[config.mk]
export PLATFORM = sky130hd
export DESIGN_NAME = udp_frame_gen
export DESIGN_NICKNAME = d
export VERILOG_FILES = /design/src/rtl/udp_frame_gen.sv
export SDC_FILE = /design/constraint.sdc
export NUM_CORES = 1
export LEC_CHECK = 0
export BUFFER_PORTS_ARGS = -buffer_cell sky130_fd_sc_hd__buf_2
export CORE_MARGIN = 2
export CORE_UTILIZATION = 45
export DETAILED_ROUTE_END_ITERATION = 6
export GPL_TIMING_DRIVEN = 0
export PLACE_DENSITY = 0.66
export SYNTH_ARGS = -nofsm -noshare
export SYNTH_HDL_FRONTEND = slang
export SYNTH_SLANG_ARGS = --single-unit
[constraint.sdc]
create_clock -name clk -period 5 [get_ports clk]
set_clock_uncertainty 0.15 [all_clocks]
set_input_delay 1 -clock clk [delete_from_list [all_inputs] [get_ports clk]]
set_output_delay 1 -clock clk [all_outputs]
set_load 0.01 [all_outputs]
[src/rtl/udp_frame_gen.sv]
// udp_frame_gen: per-beat byte generator for one Ethernet/IPv4/UDP video frame (no preamble/FCS)
// Ports:
//   clk, rst             clock, synchronous active-high reset
//   start                frame request, latched into a pending flag while idle
//   advance              byte beat from the transmitter; all frame state moves only on these beats
//   index_clone          clone id, captured at launch
//   startaddr            first pixel address, captured at launch
//   vramdata             VRAM read data, RD_LAT beats behind vramaddr/vramaddr_c
//   vramaddr/vramaddr_c  VRAM pixel address and RGB component selector
//   lastaddr             last pixel sent in the previous frame (0 if the frame wrapped)
//   busy                 frame in progress
//   data/data_valid/data_user  registered frame byte, in-frame flag, payload flag
//   data_enable          registered copy of advance
//   done                 one-cycle pulse at the end of the inter-frame gap
// Build option: define UDP_FRAME_GEN_SEQ_EN to append a 16-bit frame sequence number to the stream header.
module udp_frame_gen #(
    parameter int          PAYLOAD_BYTES = 1440,
    parameter int          IFG_BEATS     = 22,
    parameter int          ADDR_W        = 20,
    parameter int          MAX_ADDR      = 57599,
    parameter int          RD_LAT        = 2,
    parameter logic [47:0] SRC_MAC       = 48'hdeadbeef0123,
    parameter logic [47:0] DST_MAC       = 48'hffffffffffff,
    parameter logic [31:0] SRC_IP        = 32'hc0a80140,
    parameter logic [31:0] DST_IP        = 32'hc0a80102,
    parameter logic [15:0] UDP_PORT      = 16'h1000,
    parameter logic [7:0]  TTL           = 8'h10
) (
    input  logic              clk,
    input  logic              rst,
    input  logic              start,
    input  logic              advance,
    input  logic [7:0]        index_clone,
    input  logic [ADDR_W-1:0] startaddr,
    input  logic [7:0]        vramdata,
    output logic [ADDR_W-1:0] vramaddr,
    output logic [1:0]        vramaddr_c,
    output logic [ADDR_W-1:0] lastaddr,
    output logic              busy,
    output logic [7:0]        data,
    output logic              data_valid,
    output logic              data_user,
    output logic              data_enable,
    output logic              done
);
`ifdef UDP_FRAME_GEN_SEQ_EN
    localparam int H = 6;
`else
    localparam int H = 4;
`endif
    localparam int HDR_BYTES   = 42 + H;
    localparam int HDR_W       = HDR_BYTES * 8;
    localparam int FRAME_BYTES = HDR_BYTES + PAYLOAD_BYTES;
    // address issue runs RD_LAT beats ahead of the byte that consumes it
    localparam int ISS_FIRST   = HDR_BYTES - RD_LAT;
    localparam int ISS_LAST    = ISS_FIRST + PAYLOAD_BYTES - 1;
    localparam logic [15:0] UDP_LEN = 16'(8 + H + PAYLOAD_BYTES);
    localparam logic [15:0] IP_LEN  = 16'(28 + H + PAYLOAD_BYTES);
    localparam logic [ADDR_W-1:0] LAST_OFS = ADDR_W'(PAYLOAD_BYTES / 3 - 1);
    localparam logic [ADDR_W-1:0] MAX_A    = ADDR_W'(MAX_ADDR);

    typedef enum logic [1:0] {IDLE, HDR, PAYLOAD, GAP} state_t;
    state_t state, state_n;

    logic              pending, wrap, launch, done_n, step;
    logic [15:0]       cnt, gcnt, ip_id, csum, csum_n;
    logic [19:0]       csum_acc, csum_f1;
    logic [7:0]        index_r, hdr_byte;
    logic [ADDR_W-1:0] sa;
    logic [19:0]       sa20;
    logic [5:0]        hidx;
    logic [RD_LAT-1:0] wrap_d;
    logic [HDR_W-1:0]  hdr;
`ifdef UDP_FRAME_GEN_SEQ_EN
    logic [15:0]       seq;
`endif

    assign busy = state != IDLE;
    assign sa20 = 20'(sa);

    // ones-complement sum of the IP header words with the checksum field as zero
    assign csum_acc = 20'h04500 + 20'(IP_LEN) + 20'(ip_id) + 20'({TTL, 8'h11})
                    + 20'(SRC_IP[31:16]) + 20'(SRC_IP[15:0]) + 20'(DST_IP[31:16]) + 20'(DST_IP[15:0]);
    assign csum_f1  = 20'(csum_acc[15:0]) + 20'(csum_acc[19:16]);
    assign csum_n   = ~(csum_f1[15:0] + 16'(csum_f1[19:16]));

    assign hdr = {DST_MAC, SRC_MAC, 16'h0800,
                  16'h4500, IP_LEN, ip_id, 16'h0000, TTL, 8'h11, csum, SRC_IP, DST_IP,
                  UDP_PORT, UDP_PORT, UDP_LEN, 16'h0000,
                  index_r, 4'h0, sa20
`ifdef UDP_FRAME_GEN_SEQ_EN
                  , seq
`endif
                  };
    assign hidx     = (cnt < 16'(HDR_BYTES)) ? cnt[5:0] : 6'd0;
    assign hdr_byte = hdr[(HDR_BYTES - 1 - int'(hidx)) * 8 +: 8];

    assign step = (state == HDR || state == PAYLOAD) && !wrap
                  && cnt >= 16'(ISS_FIRST) && cnt < 16'(ISS_LAST);

    always_comb begin
        state_n = state;
        launch  = 1'b0;
        if (advance)
            case (state)
                IDLE:    if (pending) begin state_n = HDR; launch = 1'b1; end
                HDR:     if (cnt == 16'(HDR_BYTES - 1)) state_n = PAYLOAD;
                PAYLOAD: if (cnt == 16'(FRAME_BYTES - 1)) state_n = GAP;
                GAP:     if (gcnt == 16'(IFG_BEATS - 1)) state_n = IDLE;
            endcase
    end

    assign done_n = advance && state == GAP && state_n == IDLE;

    always_ff @(posedge clk) begin
        if (rst) state <= IDLE;
        else     state <= state_n;
    end

    always_ff @(posedge clk) begin
        if (rst) begin
            pending     <= 1'b0;
            wrap        <= 1'b0;
            wrap_d      <= '0;
            cnt         <= '0;
            gcnt        <= '0;
            ip_id       <= '0;
            csum        <= '0;
            index_r     <= '0;
            sa          <= '0;
            vramaddr    <= '0;
            vramaddr_c  <= '0;
            lastaddr    <= '0;
            data        <= '0;
            data_valid  <= 1'b0;
            data_user   <= 1'b0;
            data_enable <= 1'b0;
            done        <= 1'b0;
`ifdef UDP_FRAME_GEN_SEQ_EN
            seq         <= '0;
`endif
        end else begin
            data_enable <= advance;
            done        <= done_n;
            pending     <= launch ? 1'b0 : (pending | (start && state == IDLE));
            if (advance) begin
                // wrap state travels with each address so the matching byte is zeroed
                wrap_d     <= RD_LAT'({wrap_d, wrap});
                data       <= 8'h00;
                data_valid <= 1'b0;
                data_user  <= 1'b0;
                if (launch) begin
                    cnt        <= '0;
                    gcnt       <= '0;
                    wrap       <= 1'b0;
                    index_r    <= index_clone;
                    sa         <= startaddr;
                    vramaddr   <= startaddr;
                    vramaddr_c <= '0;
                    csum       <= csum_n;
                end
                if (state == HDR || state == PAYLOAD) begin
                    cnt        <= cnt + 16'd1;
                    data_valid <= 1'b1;
                    data_user  <= state == PAYLOAD;
                    data       <= state == HDR ? hdr_byte : (wrap_d[RD_LAT-1] ? 8'h00 : vramdata);
                    if (state_n == GAP) lastaddr <= wrap ? '0 : sa + LAST_OFS;
                end
                if (step) begin
                    vramaddr_c <= vramaddr_c == 2'd2 ? 2'd0 : vramaddr_c + 2'd1;
                    if (vramaddr_c == 2'd2) begin
                        vramaddr <= vramaddr == MAX_A ? '0 : vramaddr + 1'b1;
                        wrap     <= vramaddr == MAX_A;
                    end
                end
                if (state == GAP) gcnt <= gcnt + 16'd1;
                if (done_n) begin
                    ip_id <= ip_id + 16'd1;
`ifdef UDP_FRAME_GEN_SEQ_EN
                    seq   <= seq + 16'd1;
`endif
                end
            end
        end
    end
endmodule

==> key figures <==
Outcome
  – Status: complete, no violations

Timing
  – Setup TNS: 0 ns
  – Period utilisation layout: 0.955
  – Fin. Hold Viols: 0
  – Post-layout min period: 4.78 ns
  – Final worst slack: 0.223 ns
  – RSZ-0062 raised after global routing: yes
  – Worst-margin pin slew: 1.04 ns
  – Max Clk Rate: 209 MHz
  – Worst slew margin: 0.308
  – Final setup vio count: 0
  – Pins Over Slew Limit: 0

Route
  – Via count: around 11000
  – DRC viols: 0
  – DRT iter0 DRCs: 885
  – DR vias/cell: 6.10
  – Wirelength per Cell: 19.6 um
  – DRT Pass-1 Iters: 6
  – Total wire length: 34200 um
  – Final ANT Viol Nets: 0

Placed design
  – Dpl ws: -0.734 ns
  – GPL Wtd Cong: 0.986
  – HPWL Detailed: 25500 um
  – Placed cell area: 0.0107 mm2
  – Count of input and output buffers: 94

Logic synthesis
  – Syn nets: 1387
  – Sequential share of the synthesized area: 0.308
  – Ys flop type: dfxtp_1
  – Synth Area per Inst: around 7.4 um2
  – Seq cells post-synth: 152
  – Post-synth EDFFs: 0
  – Synth Instances: 1328
  – Synth warn: 0
  – Post-synth ARST share: 0
  – Cell variety after synth: 90
  – Syn Std Cell Area: 0.00988 mm2

CTS
  – Clock-pin slew on the worst setup and hold paths: 0.07 ns
  – CTS Buf Count: 17
  – CTS sink count: 152
  – Skew-Pair Late Insertion Delay: between 0.4 and 0.5 ns
  – CTS Root Cell: clkbuf_16
  – Post-CTS Hold Buffers: 0
  – CTS tree: built
  – H-tree Lvls: 4
  – Clock buffer depth: 2

Global routing
  – Global-route wire length before repair: 52800 um
  – Maximum number of pins on one net before global-route repair: 17
  – Initial antenna violation count: 1
  – Grt ovf: 0
  – Global Route Usage Sum: 0.284
  – Vias in the first global route: 9547

Layout
  – Storage cell area: 0.00304 mm2
  – Layout Nets: 1510
  – Share of cells above drive strength 1: 0.151
  – Final non-filler cell area: 0.0114 mm2
  – Number of fill cells: 2220
  – Area of the multi-input gates: 0.00635 mm2
  – Fin util: 0.528
  – Antenna cell count: 0
  – Area growth from synthesis to final layout: 15.9%

Pwr
  – P per Cell Area: 261 mW/mm2
  – Worst VDD drop: roughly 170 uV
  – P_leak: 4.14 nW

Setup path
  – Startpoint Class: flip-flop
  – Crit path largest cell delay: around 0.54 ns
  – Cells along the critical path: buf_6 -> inv_2 -> ha_1 -> and4b_2 -> o21ai_2 -> a21boi_1 -> nor3_2 -> ha_2 -> fa_2 -> nor4bb_4 -> a31oi_4 -> a31oi_1 -> o211ai_1 -> nor2_1 -> and3_1 -> ha_1 -> ha_2 -> nand2_2 -> nor3_2 -> o21ai_2 -> or4_4 -> a311oi_2
  – Endpoint kind of the worst setup timing path: flip-flop
  – Worst-path fanout max: 10
  – Worst Path Required: 5.20 ns
  – Crit-path slowest cell: or4_4
  – Arr. time, crit path: 4.98 ns
  – WS Path Type: reg -> reg

Job
  – Max-cap violation count: 0

Floorplanning
  – # rows: 54
  – Die X: 152 um
  – Die H: 152 um
  – # IOs: 95
  – Core footprint: around 0.022 mm2
  – Die ar.: 0.0231 mm2
  – Initial Util: 0.455

Worst hold path
  – HP Class: reg -> reg
per-stage QoR:
stage	hold slack [ns]	std cells	total power, mW
floorplan	0.282	1328	1.50
global placement	0.286	1702	1.63
detailed placement	0.290	1702	1.63
CTS	0.299	1737	2.99
global route	0.310	1744	3.08
finish	0.296	1744	2.99
layout by cell type (no fill, tap or decap), types with 18 or more instances in the layout:
cell,netlist,routed
and3_1,20,20
nand4_1,30,30
or3_1,29,29
nor2_1,137,137
inv_1,35,34
buf_2,17,110
o211ai_1,19,19
nand3_1,52,52
nor3_1,31,28
o21ai_0,70,69
nand2_1,181,180
nor4_1,19,19
xnor2_1,40,40
dfxtp_1,152,152
clkbuf_1,54,55
a21oi_1,129,129
a211oi_1,18,18
layer usage:
metal	part of all wire	GRT usage
met5	0	0
met3	0.080	0.0503
met1	0.44	0.387
met4	0.030	0.102
met2	0.45	0.454
path summary, 6_finish.rpt:
check	start	slack, ns	end	cells after the start
max	ip_id[0]	0.22	csum[14]	22
min	lastaddr[6]	0.30	lastaddr[6]	2
max reg2reg	ip_id[0]	0.22	csum[14]	22
min reg2reg	lastaddr[6]	0.30	lastaddr[6]	2
cell families after synthesis:
kind of cell | Yosys count | share of synthesized area
simple gates | 578 | 0.287
compound gates | 367 | 0.246
flops | 152 | 0.308
buf+inv | 129 | 0.0546
xor+xnor | 58 | 0.0530
mux | 25 | 0.0269
fa+ha+maj | 19 | 0.0248
cell usage after synthesis (13+ instances only):
cell	number	area, um2
nand2_1	181	679
dfxtp_1	152	3040
nor2_1	137	514
a21oi_1	129	646
o21ai_0	70	350
clkbuf_1	54	203
nand3_1	52	260
xnor2_1	40	350
inv_1	35	131
nor3_1	31	155
nand4_1	30	188
or3_1	29	181
and3_1	20	125
nor4_1	19	119
o211ai_1	19	143
a211oi_1	18	135
ha_1	18	225
buf_1	17	63.8
buf_2	17	85.1
xor2_1	16	140
mux2i_1	13	130
sequential cells by signal, indices dropped and copies added (netlist names), 2 cells and up:
name	flops
vramaddr_c	2
lastaddr	20
data	8
ip_id	16
state	2
wrap_d	2
index_r	8
cnt	16
gcnt	16
sa	20
vramaddr	20
csum	16
critical path, delay by kind of cell, from the launching register on:
| family | cells | cell delay, ns |
|---|---|---|
| adder cells (fa/ha/maj) | 5 | 1.00 |
| flip-flops | 1 | 0.36 |
| AO/OA/AOI/OAI | 7 | 1.12 |
| AND/OR/NAND/NOR | 8 | 1.76 |
| buffers and inverters | 2 | 0.27 |
area by class of cell:
class,instances,area share
inverter,35,0.0115
clock inverter,13,0.0149
multi-input combinational,1047,0.555
tap,280,0.0306
sequential,152,0.266
clock buffer,19,0.0387
buffer,94,0.0362
timing repair buffer,104,0.0477
where the power goes:
group          total, mW  switching, mW  internal, mW
logic              0.333          0.221         0.112
registers           1.28         0.0380          1.24
clock network       1.38          0.571         0.805
timing repair:
action                     in CTS  in global routing
setup endpoints to repair      10                  8
pin swaps                       5                  5
resized for setup              10                  9
setup buffers                   3                  7
(Power assumes the default switching activity.)
